**config.mk**
```make
export PLATFORM = sky130hd
export DESIGN_NAME = remote_cmd_if
export DESIGN_NICKNAME = d
export VERILOG_FILES = /design/src/rtl/remote_cmd_if.sv
export SDC_FILE = /design/constraint.sdc
export NUM_CORES = 1
export LEC_CHECK = 0
export BUFFER_PORTS_ARGS = -buffer_cell sky130_fd_sc_hd__buf_4
export CAP_MARGIN = 10
export CORE_MARGIN = 2
export CORE_UTILIZATION = 40
export DETAILED_ROUTE_END_ITERATION = 16
export PLACE_DENSITY = 0.59
export SLEW_MARGIN = 15
export SYNTH_ARGS = -nofsm -noshare
export SYNTH_HDL_FRONTEND = slang
export SYNTH_SLANG_ARGS = --single-unit
```
**constraint.sdc**
```tcl
create_clock -name clk -period 3 [get_ports clk]
set_input_delay 0.6 -clock clk [delete_from_list [all_inputs] [get_ports clk]]
set_output_delay 0.6 -clock clk [all_outputs]
set_load 0.01 [all_outputs]
```
**src/rtl/remote_cmd_if.sv**
```systemverilog
// Remote command interface: 8N1 UART receiver feeding a 3-byte packet assembler
// (cmd + 16-bit data with ready/clear handshake) plus a 1-byte response transmitter.
module remote_cmd_if #(
    parameter int BAUD_DIV = 2604,
    parameter int GAP_BITS = 16
) (
    input  logic        clk,
    input  logic        rst,
    input  logic        RX,
    output logic        TX,
    output logic [7:0]  cmd,
    output logic [15:0] data,
    output logic        cmd_rdy,
    input  logic        clr_cmd_rdy,
    input  logic [7:0]  resp,
    input  logic        send_resp,
    output logic        resp_sent,
    output logic        frm_err
);

    localparam int CNT_W     = $clog2(BAUD_DIV + 1);
    localparam int GAP_LIMIT = GAP_BITS * BAUD_DIV;
    localparam int GAP_W     = $clog2(GAP_LIMIT + 1);

    localparam logic [CNT_W-1:0] HALF_BIT = CNT_W'(BAUD_DIV / 2);
    localparam logic [CNT_W-1:0] FULL_BIT = CNT_W'(BAUD_DIV);
    localparam logic [CNT_W-1:0] TX_LAST  = CNT_W'(BAUD_DIV - 1);
    localparam logic [CNT_W-1:0] CNT_ONE  = CNT_W'(1);

    localparam logic [1:0] RX_IDLE  = 2'd0;
    localparam logic [1:0] RX_START = 2'd1;
    localparam logic [1:0] RX_DATA  = 2'd2;
    localparam logic [1:0] RX_STOP  = 2'd3;

    localparam logic [1:0] WAIT_CMD = 2'd0;
    localparam logic [1:0] WAIT_HI  = 2'd1;
    localparam logic [1:0] WAIT_LO  = 2'd2;

    localparam logic [0:0] TX_IDLE = 1'b0;
    localparam logic [0:0] TX_XMIT = 1'b1;

    logic             rx_p0, rx_p1;
    logic [1:0]       rx_state;
    logic [CNT_W-1:0] rx_cnt;
    logic [2:0]       rx_bit;
    logic [7:0]       rx_shift;
    logic             rx_tick, start_det, byte_vld_p0, stop_bad;

    logic [1:0]       pkt_state;
    logic [7:0]       stg_cmd, stg_hi;
    logic [GAP_W-1:0] gap_cnt;
    logic             gap_to, pkt_busy;

    logic [0:0]       tx_state;
    logic [CNT_W-1:0] tx_cnt;
    logic [3:0]       tx_bit;
    logic [8:0]       tx_shift;

    // ---- stage p0/p1: RX synchroniser, idle-high preset ----
    always_ff @(posedge clk or posedge rst) begin
        if (rst) begin
            rx_p0 <= 1'b1;
            rx_p1 <= 1'b1;
        end else begin
            rx_p0 <= RX;
            rx_p1 <= rx_p0;
        end
    end

    assign rx_tick     = (rx_cnt == CNT_ONE);
    assign start_det   = (rx_state == RX_IDLE) && !rx_p1;
    assign byte_vld_p0 = (rx_state == RX_STOP) && rx_tick && rx_p1;
    assign stop_bad    = (rx_state == RX_STOP) && rx_tick && !rx_p1;

    // ---- RX bit engine: half-bit delay to centre, then one sample per bit ----
    always_ff @(posedge clk or posedge rst) begin
        if (rst) begin
            rx_state <= RX_IDLE;
            rx_cnt   <= '0;
            rx_bit   <= '0;
            frm_err  <= 1'b0;
        end else begin
            frm_err <= stop_bad;
            case (rx_state)
                RX_IDLE: begin
                    if (!rx_p1) begin
                        rx_cnt   <= HALF_BIT;
                        rx_state <= RX_START;
                    end
                end
                RX_START: begin
                    if (rx_tick) begin
                        if (rx_p1) begin
                            rx_state <= RX_IDLE;
                        end else begin
                            rx_cnt   <= FULL_BIT;
                            rx_bit   <= '0;
                            rx_state <= RX_DATA;
                        end
                    end else begin
                        rx_cnt <= rx_cnt - CNT_ONE;
                    end
                end
                RX_DATA: begin
                    if (rx_tick) begin
                        rx_cnt <= FULL_BIT;
                        rx_bit <= rx_bit + 3'd1;
                        if (rx_bit == 3'd7)
                            rx_state <= RX_STOP;
                    end else begin
                        rx_cnt <= rx_cnt - CNT_ONE;
                    end
                end
                default: begin
                    if (rx_tick)
                        rx_state <= RX_IDLE;
                    else
                        rx_cnt <= rx_cnt - CNT_ONE;
                end
            endcase
        end
    end

    always_ff @(posedge clk) begin
        if ((rx_state == RX_DATA) && rx_tick)
            rx_shift <= {rx_p1, rx_shift[7:1]};
    end

    // ---- packet assembly and inter-byte gap timeout ----
    assign pkt_busy = (pkt_state != WAIT_CMD);
    assign gap_to   = (gap_cnt == GAP_W'(GAP_LIMIT));

    always_ff @(posedge clk or posedge rst) begin
        if (rst)
            gap_cnt <= '0;
        else if (!pkt_busy || start_det || gap_to)
            gap_cnt <= '0;
        else if (rx_state == RX_IDLE)
            gap_cnt <= gap_cnt + GAP_W'(1);
    end

    always_ff @(posedge clk or posedge rst) begin
        if (rst) begin
            pkt_state <= WAIT_CMD;
            cmd       <= '0;
            data      <= '0;
            cmd_rdy   <= 1'b0;
        end else begin
            if (stop_bad || gap_to) begin
                pkt_state <= WAIT_CMD;
            end else if (byte_vld_p0) begin
                case (pkt_state)
                    WAIT_CMD: pkt_state <= WAIT_HI;
                    WAIT_HI:  pkt_state <= WAIT_LO;
                    WAIT_LO: begin
                        pkt_state <= WAIT_CMD;
                        cmd       <= stg_cmd;
                        data      <= {stg_hi, rx_shift};
                    end
                    default:  pkt_state <= WAIT_CMD;
                endcase
            end
            // completion wins over a simultaneous clear
            if (byte_vld_p0 && (pkt_state == WAIT_LO))
                cmd_rdy <= 1'b1;
            else if ((byte_vld_p0 && (pkt_state == WAIT_CMD)) || clr_cmd_rdy)
                cmd_rdy <= 1'b0;
        end
    end

    always_ff @(posedge clk) begin
        if (byte_vld_p0 && (pkt_state == WAIT_CMD))
            stg_cmd <= rx_shift;
        if (byte_vld_p0 && (pkt_state == WAIT_HI))
            stg_hi <= rx_shift;
    end

    // ---- TX engine: start, 8 data LSB first, stop; resp_sent flags the final cycle ----
    always_ff @(posedge clk or posedge rst) begin
        if (rst) begin
            tx_state  <= TX_IDLE;
            tx_cnt    <= '0;
            tx_bit    <= '0;
            TX        <= 1'b1;
            resp_sent <= 1'b0;
        end else begin
            resp_sent <= (tx_state == TX_XMIT) && (tx_bit == 4'd9) && (tx_cnt == CNT_ONE);
            case (tx_state)
                TX_IDLE: begin
                    if (send_resp) begin
                        tx_state <= TX_XMIT;
                        TX       <= 1'b0;
                        tx_cnt   <= TX_LAST;
                        tx_bit   <= '0;
                    end
                end
                default: begin
                    if (tx_cnt == '0) begin
                        if (tx_bit == 4'd9) begin
                            tx_state <= TX_IDLE;
                        end else begin
                            TX     <= tx_shift[0];
                            tx_bit <= tx_bit + 4'd1;
                            tx_cnt <= TX_LAST;
                        end
                    end else begin
                        tx_cnt <= tx_cnt - CNT_ONE;
                    end
                end
            endcase
        end
    end

    always_ff @(posedge clk) begin
        if ((tx_state == TX_IDLE) && send_resp)
            tx_shift <= {1'b1, resp};
        else if ((tx_state == TX_XMIT) && (tx_cnt == '0))
            tx_shift <= {1'b1, tx_shift[8:1]};
    end

endmodule

```
==> results of run 1 <==
## final cells by class
cell class                 instances  area (µm²)  share of cell area [%]
clock inverter                    12         133                    1.97
inverter                          22        83.8                    1.25
timing repair buffer              50         388                    5.77
clock buffer                      20         458                    6.81
tap                              180         225                    3.35
multi-input combinational        333        2420                    36.0
sequential                       114        3020                    44.9
## critical path, stage by stage, from the launching register on
cell	delay, ns
dfrtp_1	0.39
inv_1	0.12
ha_1	0.19
nor4b_4	0.43
nand3_2	0.17
nor4_4	0.28
buf_4	0.41
mux2_2	0.38
## final timing paths
| kind | end | slack (ns) | cells after the start |
|---|---|---|---|
| hold / removal | rx_p0 | 0.29 | 1 |
| hold reg to reg | rx_p1 | 0.36 | 0 |
| setup / recovery | cmd[4] | 0.48 | 7 |
| min in group asynchronous | resp_sent | 0.32 | 2 |
| setup reg to reg | cmd[4] | 0.48 | 7 |
| max in group asynchronous | data[7] | 2.01 | 3 |
## power by group through the flow
stage | Sequential [W] | Clock [W] | Combinational (W)
floorplan | 0.00175 | 0 | 0.000189
global placement | 0.00178 | 0 | 0.000238
detailed placement | 0.00178 | 0 | 0.000246
CTS | 0.00176 | 0.00203 | 0.000250
global route | 0.00178 | 0.00211 | 0.000282
finish | 0.00176 | 0.00198 | 0.000248
## synth_stat cells (6+ instances only)
cell type	n	area share, %
mux2_4	20	5.3
nor2_1	28	1.9
nand4_1	13	1.4
mux2i_1	6	1.1
nor3_1	11	0.97
nand3_1	12	1.1
nand2_1	43	2.9
or3_1	13	1.4
ha_1	15	3.3
edfxtp_1	32	17
a211oi_1	9	1.2
inv_1	22	1.5
o21ai_0	22	1.9
xor2_1	6	0.93
or4_1	6	0.80
clkbuf_1	18	1.2
a21oi_1	15	1.3
dfrtp_1	79	35
## cells by family after synthesis
kind of cell	after synthesis	share of synthesized area [%]
DFF	114	53.4
xor gates and xnor gates	11	1.71
and+or+nand+nor	182	19.0
buffers and inverters	47	3.83
adders and majority gates	15	3.32
muxes	30	7.18
AOI/OAI and AO/OA	95	11.5
## sequential cells by signal, indices dropped and copies added (netlist names), 8 cells and up
signal / count
cmd: 8
data: 16
gap_cnt: 16
rx_cnt: 12
rx_shift: 8
stg_cmd: 8
stg_hi: 8
tx_cnt: 12
tx_shift: 8
## per-layer routing
layer  part of all wire [%]  vias to the layer above
li1                       -                     1938
met1                     47                     1920
met2                     47                       79
met3                    3.6                       21
met4                    2.0                        0
met5                      0                        -
## stage by stage
step,power [W],hold slack [ns]
2_1_floorplan,0.00194,0.345
3_3_place_gp,0.00202,0.346
3_5_place_dp,0.00203,0.352
4_1_cts,0.00403,0.273
5_1_grt,0.00417,0.273
6_report,0.00399,0.292
==> qor.txt, run 1 <==
Placed cell areas - 0.00613 mm²
Ys flop type - dfrtp_1
CTS root buf - clkbuf_16
Worst Path Required - 3.29 ns
Hold_buf cts - 0
Place WS - 0.476 ns
Leak pwr - 2.73 nW
Clock power share - 49.7%
CP startpoint kind - flop
Post-Syn Instances - 494
First-pass GRT wire length - 19600 µm
Synthesized cell area - 0.00565 mm²
Number of global-route vias before repair - 3865
GRT Residual Overflow - 0
Asr flop ratio synth - 71.9%
Syn nets - 522
Skew final - 0.00952 ns
Vias - 3958
Commonest non-fill, non-tap cell in the layout - dfrtp_1
Total GRT Usage - 16.7%
Maximum VDD drop - 0.424 mV
Switching share of total power - 23.6%
Grt met3 use - 4.32%
Chip width - 123 µm
Reg power frac - 44.1%
Antenna Nets Post-Route - 0
DRT iter0 DRCs - 376
Fin crit share - 84.0%
Yosys warning count - 0
CTS tree - built
Crit path time final - 2.52 ns
Gpl congestion - 0.847
MaxCap Viol Count - 0
Clk_lat worst skew - 0.42 ns
Rows - 43
Avg WL per Cell - 15.9 µm
Worst relative slew slack - 46.6%
Setup bufs post-CTS - 0
Number of cells after detailed placement - 699
Status - complete, no violations
P_int - 0.00305 W
Worst setup path startpoint - rx_cnt[1]
Avg Cell Area, Syn - 11.4 µm²
Crit end category - flop
Reg-to-Reg Start - rx_cnt[1]
GR Util met1 - 22.6%
TNS Setup - 0 ns
Die area - 0.0151 mm²
Antenna cells - 0
Finished Layout Cells - 731
Iteration count of the initial detailed-routing pass - 4
Critical Path AT - 2.82 ns
Design Area, Final - 0.00672 mm²
Layout Utilization - 48.6%
# DRC - 0
CP Class - reg -> reg
Met2 track demand over resource - 25.4%
Gate power share - 6.2%
Initial Utilization - 40.9%
CTS Sinks - 114
Final WS setup - 0.479 ns
Hold wc startpoint - RX
Core area - 0.0138 mm²
Fraction of layout instances using a drive strength above 1 - 22.3%
Final Hold Fails - 0
CTS H-tree lvls - 4
Worst min path class - in -> reg
Global route hottest layer - met2
Worst slew pin tran - 0.800 ns
Final setup vio count - 0
Area delta synth->final - 19.0%
Total Nets Final - 566
Hpwl dp - 7750 µm
Power density over the cells - 594 mW/mm²
Seq/Total Area, Yosys - 53.4%
P_sw - 0.000941 W
Synth unique cells - 70
Post-synth EDFFs - 32
FMAX - 0.397 GHz
Port buffer count - 40
Largest net degree at the start of global routing - 45
Most frequent cells in the layout - dfrtp_1 (79), buf_4 (49), nand2_1 (43)
Initial antenna violation count - 0
RSZ-0062 raised after global routing - false
Worst-path maximum fanout - 24
Total wire length - 11700 µm
Routed vias/inst - 5.41
Fillers - 1207
Cts repair resizes - 0
CTS clock-pin slew for the worst setup and hold paths - 0.06 ns
Die H - 123 µm
IO Count - 41
Num CTS Buffers - 17
#FFs+latches synth - 114
CTS Buffer Depth - 2
Fin. max-slew vios - 0
Note: power is estimated with default switching activity, not from simulation.
==> inputs of run 2 (changes only) <==
- PLACE_DENSITY: 0.59 -> 0.61
- clock period: 3 -> 2.2 ns (I/O delays scaled with it)
==> run 2 against run 1 <==
  * Clock-buffer cell count shrank 2
  * Sequential share of layout area fell by 1.7 points
  * Worst hold slack got worse by 0.16 ns
  * Flip-flop and latch count stayed put
  * Global-route usage grew 0.85 points
  * Largest power group unchanged
==> qor.txt, run 2 (same netlist as run 1, synthesis figures left out) <==
Worst relative slew slack - 68.3% (+22 points)
Switching share of total power - 24.6% (+1.0 points)
Fin crit share - 99.2% (+15 points)
Largest net degree at the start of global routing - 83 (+84%)
P_int - 0.00402 W (+32%)
Worst min path class - in -> async
Total Nets Final - 596 (+5.3%)
Worst-path maximum fanout - 4 (-83%)
CP Class - reg -> reg
Most frequent cells in the layout - dfrtp_1 (79), buf_4 (77), nand2_1 (43)
Initial antenna violation count - 0 (unchanged)
GRT Residual Overflow - 0 (unchanged)
Worst Path Required - 2.52 ns (-0.77 ns)
CTS H-tree lvls - 4 (unchanged)
Critical Path AT - 2.51 ns (-0.31 ns)
CP startpoint kind - flop
Crit end category - flop
Crit path time final - 2.18 ns (-0.337 ns)
CTS clock-pin slew for the worst setup and hold paths - 0.06 ns (about the same)
Antenna Nets Post-Route - 0 (unchanged)
Maximum VDD drop - 0.518 mV (+22%)
FF-to-FF setup slack - 0.02 ns (-0.46 ns)
Rows - 43 (unchanged)
Hold_buf cts - 0 (unchanged)
CTS root buf - clkbuf_16
IO Count - 41 (unchanged)
TNS Setup - 0 ns (unchanged)
Area delta synth->final - 23.7%
First-pass GRT wire length - 20600 µm (+5.0%)
Fin. max-slew vios - 0 (unchanged)
Num CTS Buffers - 17 (unchanged)
Total wire length - 12300 µm (+5.9%)
Fraction of layout instances using a drive strength above 1 - 28.6% (+6.2 points)
Gpl congestion - 0.861 (+1.7%)
Chip width - 123 µm (unchanged)
Total GRT Usage - 17.6% (+0.85 points)
Clk_lat worst skew - 0.41 ns (about the same)
P_sw - 0.00131 W (+40%)
Gate power share - 7.3% (+1.1 points)
CTS Sinks - 114 (unchanged)
Clock power share - 48.1% (-1.6 points)
Hpwl dp - 8370 µm (+7.9%)
Initial Utilization - 40.9% (unchanged)
Reg power frac - 44.6% (+0.5 points)
Top Registers - data x16, gap_cnt x16
Placed cell areas - 0.00638 mm² (+4.0%)
Antenna cells - 0 (unchanged)
Die H - 123 µm (unchanged)
Number of global-route vias before repair - 4128 (+6.8%)
Die area - 0.0151 mm² (unchanged)
CTS Buffer Depth - 2 (unchanged)
DRT iter0 DRCs - 351 (-6.6%)
Worst slew pin tran - 0.475 ns (-0.325 ns)
Final setup vio count - 0 (unchanged)
Vias - 4176 (+5.5%)
Avg WL per Cell - 16.2 µm (+1.7%)
Final Hold Fails - 0 (unchanged)
Leak pwr - 2.87 nW (+5.1%)
Top delay family on crit path - simple AND/OR/NAND/NOR gates
Iteration count of the initial detailed-routing pass - 5 (+1)
Design Area, Final - 0.00699 mm² (+4.0%)
Core area - 0.0138 mm² (unchanged)
Port buffer count - 40 (unchanged)
Critical path's largest stage delay - 0.48 ns (+0.05 ns)
FMAX - 0.458 GHz (+15%)
# DRC - 0 (unchanged)
Fillers - 1198 (-0.75%)
CTS tree - built
Commonest non-fill, non-tap cell in the layout - dfrtp_1
Buffers & Inverters on Critical Path - 2 (unchanged)
MaxCap Viol Count - 0 (unchanged)
Power density over the cells - 763 mW/mm² (+29%)
Status - complete, no violations
Skew final - 0.00888 ns (-0.000637 ns)
Slowest CP cell - or4b_4
Critical Path, Cell by Cell - inv_2, ha_2, or4b_4, buf_4, o32a_1, or3_1, o22ai_2
Routed vias/inst - 5.49 (+1.3%)
[run 2: power groups by stage]
| stage | clock network (W) | registers [W] | logic (W) |
|---|---|---|---|
| 6_report | 0.00256 | 0.00238 | 0.000389 |
| 5_1_grt | 0.00273 | 0.00240 | 0.000437 |
| 4_1_cts | 0.00263 | 0.00238 | 0.000385 |
| 3_5_place_dp | 0 | 0.00241 | 0.000386 |
| 3_3_place_gp | 0 | 0.00241 | 0.000372 |
| 2_1_floorplan | 0 | 0.00239 | 0.000258 |
[run 2: path summary, 6_finish.rpt]
kind | startpoint | end | depth (start not counted)
min | rst | resp_sent | 3
min in group clk | RX | rx_p0 | 1
max | rx_cnt[1] | rx_state[0] | 7
max in group asynchronous | rst | tx_cnt[6] | 3
min reg2reg | rx_p0 | rx_p1 | 0
max reg2reg | rx_cnt[1] | rx_state[0] | 7
[run 2: cell type report]
class / instances / area [µm²] / area share [%]
flip-flops and latches: 114 / 3020 / 43.2
multi-input cells: 333 / 2460 / 35.2
repair buffers: 80 / 638 / 9.13
clock buffers: 18 / 429 / 6.14
well taps: 180 / 225 / 3.22
clock inverters: 14 / 135 / 1.93
inverters: 22 / 86.3 / 1.24
[run 2: timing repair]
| action | CTS | global route |
|---|---|---|
| setup endpoints to repair | 0 | 63 |
| buffers inserted | 0 | 1 |
| resized for setup | 0 | 12 |
[run 2: per-stage QoR]
stage | total power (W) | util [%] | hold slack [ns] | instances | setup slack [ns]
floorplan | 0.00265 | - | 0.345 | 494 | 0.0724
global placement | 0.00278 | 46.1 | 0.348 | 728 | 0.0139
detailed placement | 0.00280 | 46.1 | 0.347 | 728 | 0.0350
CTS | 0.00539 | 50.2 | 0.119 | 760 | 0.0241
global route | 0.00556 | 50.5 | 0.123 | 761 | -0.0465
finish | 0.00533 | 50.5 | 0.135 | 761 | 0.0166
[run 2: worst register-to-register path, delay by kind of cell, from the launching register on]
kind                     cells  cell delay [ns]
buffers and inverters        2             0.25
AO/OA/AOI/OAI                2             0.48
flip-flops                   1             0.40
AND/OR/NAND/NOR              2             0.82
adder cells (fa/ha/maj)      1             0.16
[run 2: layer usage]
layer	GRT usage [%]	wire, µm
met5	0	0
met4	7.83	163
met3	4.74	572
met2	27.9	6050
met1	22.5	5550
==> inputs of run 3 (changes only) <==
- ABC_AREA: default -> 0
- CTS_BUF_LIST: default -> sky130_fd_sc_hd__clkbuf_16
==> run 3 against run 2 <==
  * Power about the same
  * Routed wire length about the same
  * Cell area unchanged
  * Sequential share of layout area unchanged
  * Sequential power about the same
  * Non-clock buffer count unchanged
  * Register-to-register slack about the same
  * Clock-buffer cell count down 1
  * Highest routed layer unchanged
  * Cell count unchanged
  * Critical path depth unchanged
==> qor.txt, run 3 (same netlist as run 1, synthesis figures left out) <==
First-pass GRT wire length - 20600 µm (unchanged)
Largest net degree at the start of global routing - 83 (unchanged)
Maximum VDD drop - 0.517 mV (-0.21%)
Clk_lat worst skew - 0.42 ns (about the same)
Worst relative slew slack - 68.3% (about the same)
Num CTS Buffers - 17 (unchanged)
P_sw - 0.00131 W (about the same)
MaxCap Viol Count - 0 (unchanged)
Iteration count of the initial detailed-routing pass - 5 (unchanged)
Top Registers - data x16, gap_cnt x16
FF-to-FF setup slack - 0.02 ns (about the same)
Vias - 4176 (unchanged)
Antenna cells - 0 (unchanged)
Leak pwr - 2.88 nW (+0.14%)
Initial Utilization - 40.9% (unchanged)
Clock power share - 48.0% (about the same)
Hold_buf cts - 0 (unchanged)
Chip width - 123 µm (unchanged)
DRT iter0 DRCs - 355 (+1.1%)
Worst Reg-to-Reg Cells - 7 (unchanged)
Worst r2r dst - rx_state[0]
Total power - 0.00533 W (about the same)
Total wire length - 12300 µm (about the same)
Worst Path Required - 2.52 ns (about the same)
# DRC - 0 (unchanged)
Power density over the cells - 762 mW/mm² (about the same)
CTS clock-pin slew for the worst setup and hold paths - 0.06 ns (about the same)
Crit path time final - 2.18 ns (-0.0000133 ns)
Finished Layout Cells - 761 (unchanged)
Total GRT Usage - 17.6% (unchanged)
Final Hold Fails - 0 (unchanged)
Reg-to-Reg Start - rx_cnt[1]
Skew final - 0.0103 ns (+0.00138 ns)
Final WS setup - 0.0166 ns (+0.0000133 ns)
Avg WL per Cell - 16.2 µm (about the same)
FMAX - 0.458 GHz (about the same)
Worst slew pin tran - 0.475 ns (+0.00000191 ns)
Status - complete, no violations
Gpl congestion - 0.861 (unchanged)
Switching share of total power - 24.6% (about the same)
CP Class - reg -> reg
Fraction of layout instances using a drive strength above 1 - 28.6% (unchanged)
Total Nets Final - 596 (unchanged)
Number of cells after detailed placement - 728 (unchanged)
Die area - 0.0151 mm² (unchanged)
Core area - 0.0138 mm² (unchanged)
Port buffer count - 40 (unchanged)
TNS Setup - 0 ns (unchanged)
Reg power frac - 44.7% (about the same)
Hpwl dp - 8370 µm (unchanged)
Die H - 123 µm (unchanged)
CP startpoint kind - flop
Initial antenna violation count - 0 (unchanged)
CTS Buffer Depth - 2 (unchanged)
Fin. max-slew vios - 0 (unchanged)
Final setup vio count - 0 (unchanged)
Fin crit share - 99.2% (about the same)
CTS H-tree lvls - 4 (unchanged)
Hold_ws - 0.136 ns (+0.000501 ns)
CTS tree - built
Area delta synth->final - 23.7% (unchanged)
Worst min path class - in -> async
Gate power share - 7.3% (about the same)
Routed vias/inst - 5.49 (unchanged)
Rows - 43 (unchanged)
Worst-path maximum fanout - 4 (unchanged)
Commonest non-fill, non-tap cell in the layout - dfrtp_1
Critical Path AT - 2.51 ns (about the same)
CTS Sinks - 114 (unchanged)
P_int - 0.00402 W (-0.11%)
Number of global-route vias before repair - 4128 (unchanged)
Crit end category - flop
IO Count - 41 (unchanged)
Antenna Nets Post-Route - 0 (unchanged)
CTS root buf - clkbuf_16
Most frequent cells in the layout - dfrtp_1 (79), buf_4 (77), nand2_1 (43)
GRT Residual Overflow - 0 (unchanged)
Place WS - 0.0350 ns (unchanged)
[run 3: cell count changes in the layout (fill, tap and decap cells not counted)]
cell      delta
inv_1        +1
clkbuf_1     -1
[run 3: layer usage]
layer  vias up  share of wire [%]  wire [µm]  global-route usage (%)
met3        13                4.5        551                    4.74
met5         -                  0          0                       0
met2        89                 49       6060                    27.9
met1      2077                 45       5590                    22.5
met4         0                1.2        142                    7.83
li1       1997                  -          -                       -
[run 3: per-stage QoR]
step           area, µm²  utilization (%)
2_1_floorplan       5660                -
3_3_place_gp        6380             46.1
3_5_place_dp        6380             46.1
4_1_cts             6940             50.2
5_1_grt             6990             50.5
6_report            6990             50.5
[run 3: critical path: stages, from the launching register on]
cell and delay [ns]:
dfrtp_1 0.40, inv_2 0.07, ha_2 0.16, or4b_4 0.48, buf_4 0.18, o32a_1 0.31, or3_1 0.34, o22ai_2 0.17
[run 3: timing repair]
action / 4_1_cts / 5_1_grt
resized for setup: 0 / 12
endpoints found under the setup margin: 0 / 63
setup buffers: 0 / 1
[run 3: worst max path at each step]
stage | startpoint | endpoint | slack, ns | depth (start not counted)
2_1_floorplan | rx_cnt[6] | stg_cmd[0] | 0.07 | 4
3_3_place_gp | rx_cnt[1] | rx_shift[3] | 0.01 | 5
3_5_place_dp | rx_cnt[1] | rx_shift[3] | 0.04 | 5
4_1_cts | rx_cnt[1] | rx_state[0] | 0.02 | 7
5_1_grt | rx_cnt[1] | rx_state[0] | -0.05 | 7
6_report | rx_cnt[1] | rx_state[0] | 0.02 | 7
[run 3: cell type report]
| cell class | count | area, µm² |
|---|---|---|
| Fill cell | 1198 | 6840 |
| Sequential cell | 114 | 3020 |
| Multi-Input combinational cell | 333 | 2460 |
| Timing Repair Buffer | 80 | 638 |
| Clock buffer | 17 | 425 |
| Tap cell | 180 | 225 |
| Clock inverter | 15 | 139 |
| Inverter | 22 | 86.3 |
[run 3: power by group through the flow]
stage / combinational, W / sequential [W] / clock (W)
3_5_place_dp: 0.000386 / 0.00241 / 0
3_3_place_gp: 0.000372 / 0.00241 / 0
6_report: 0.000389 / 0.00238 / 0.00256
4_1_cts: 0.000385 / 0.00238 / 0.00262
2_1_floorplan: 0.000258 / 0.00239 / 0
5_1_grt: 0.000437 / 0.00240 / 0.00273
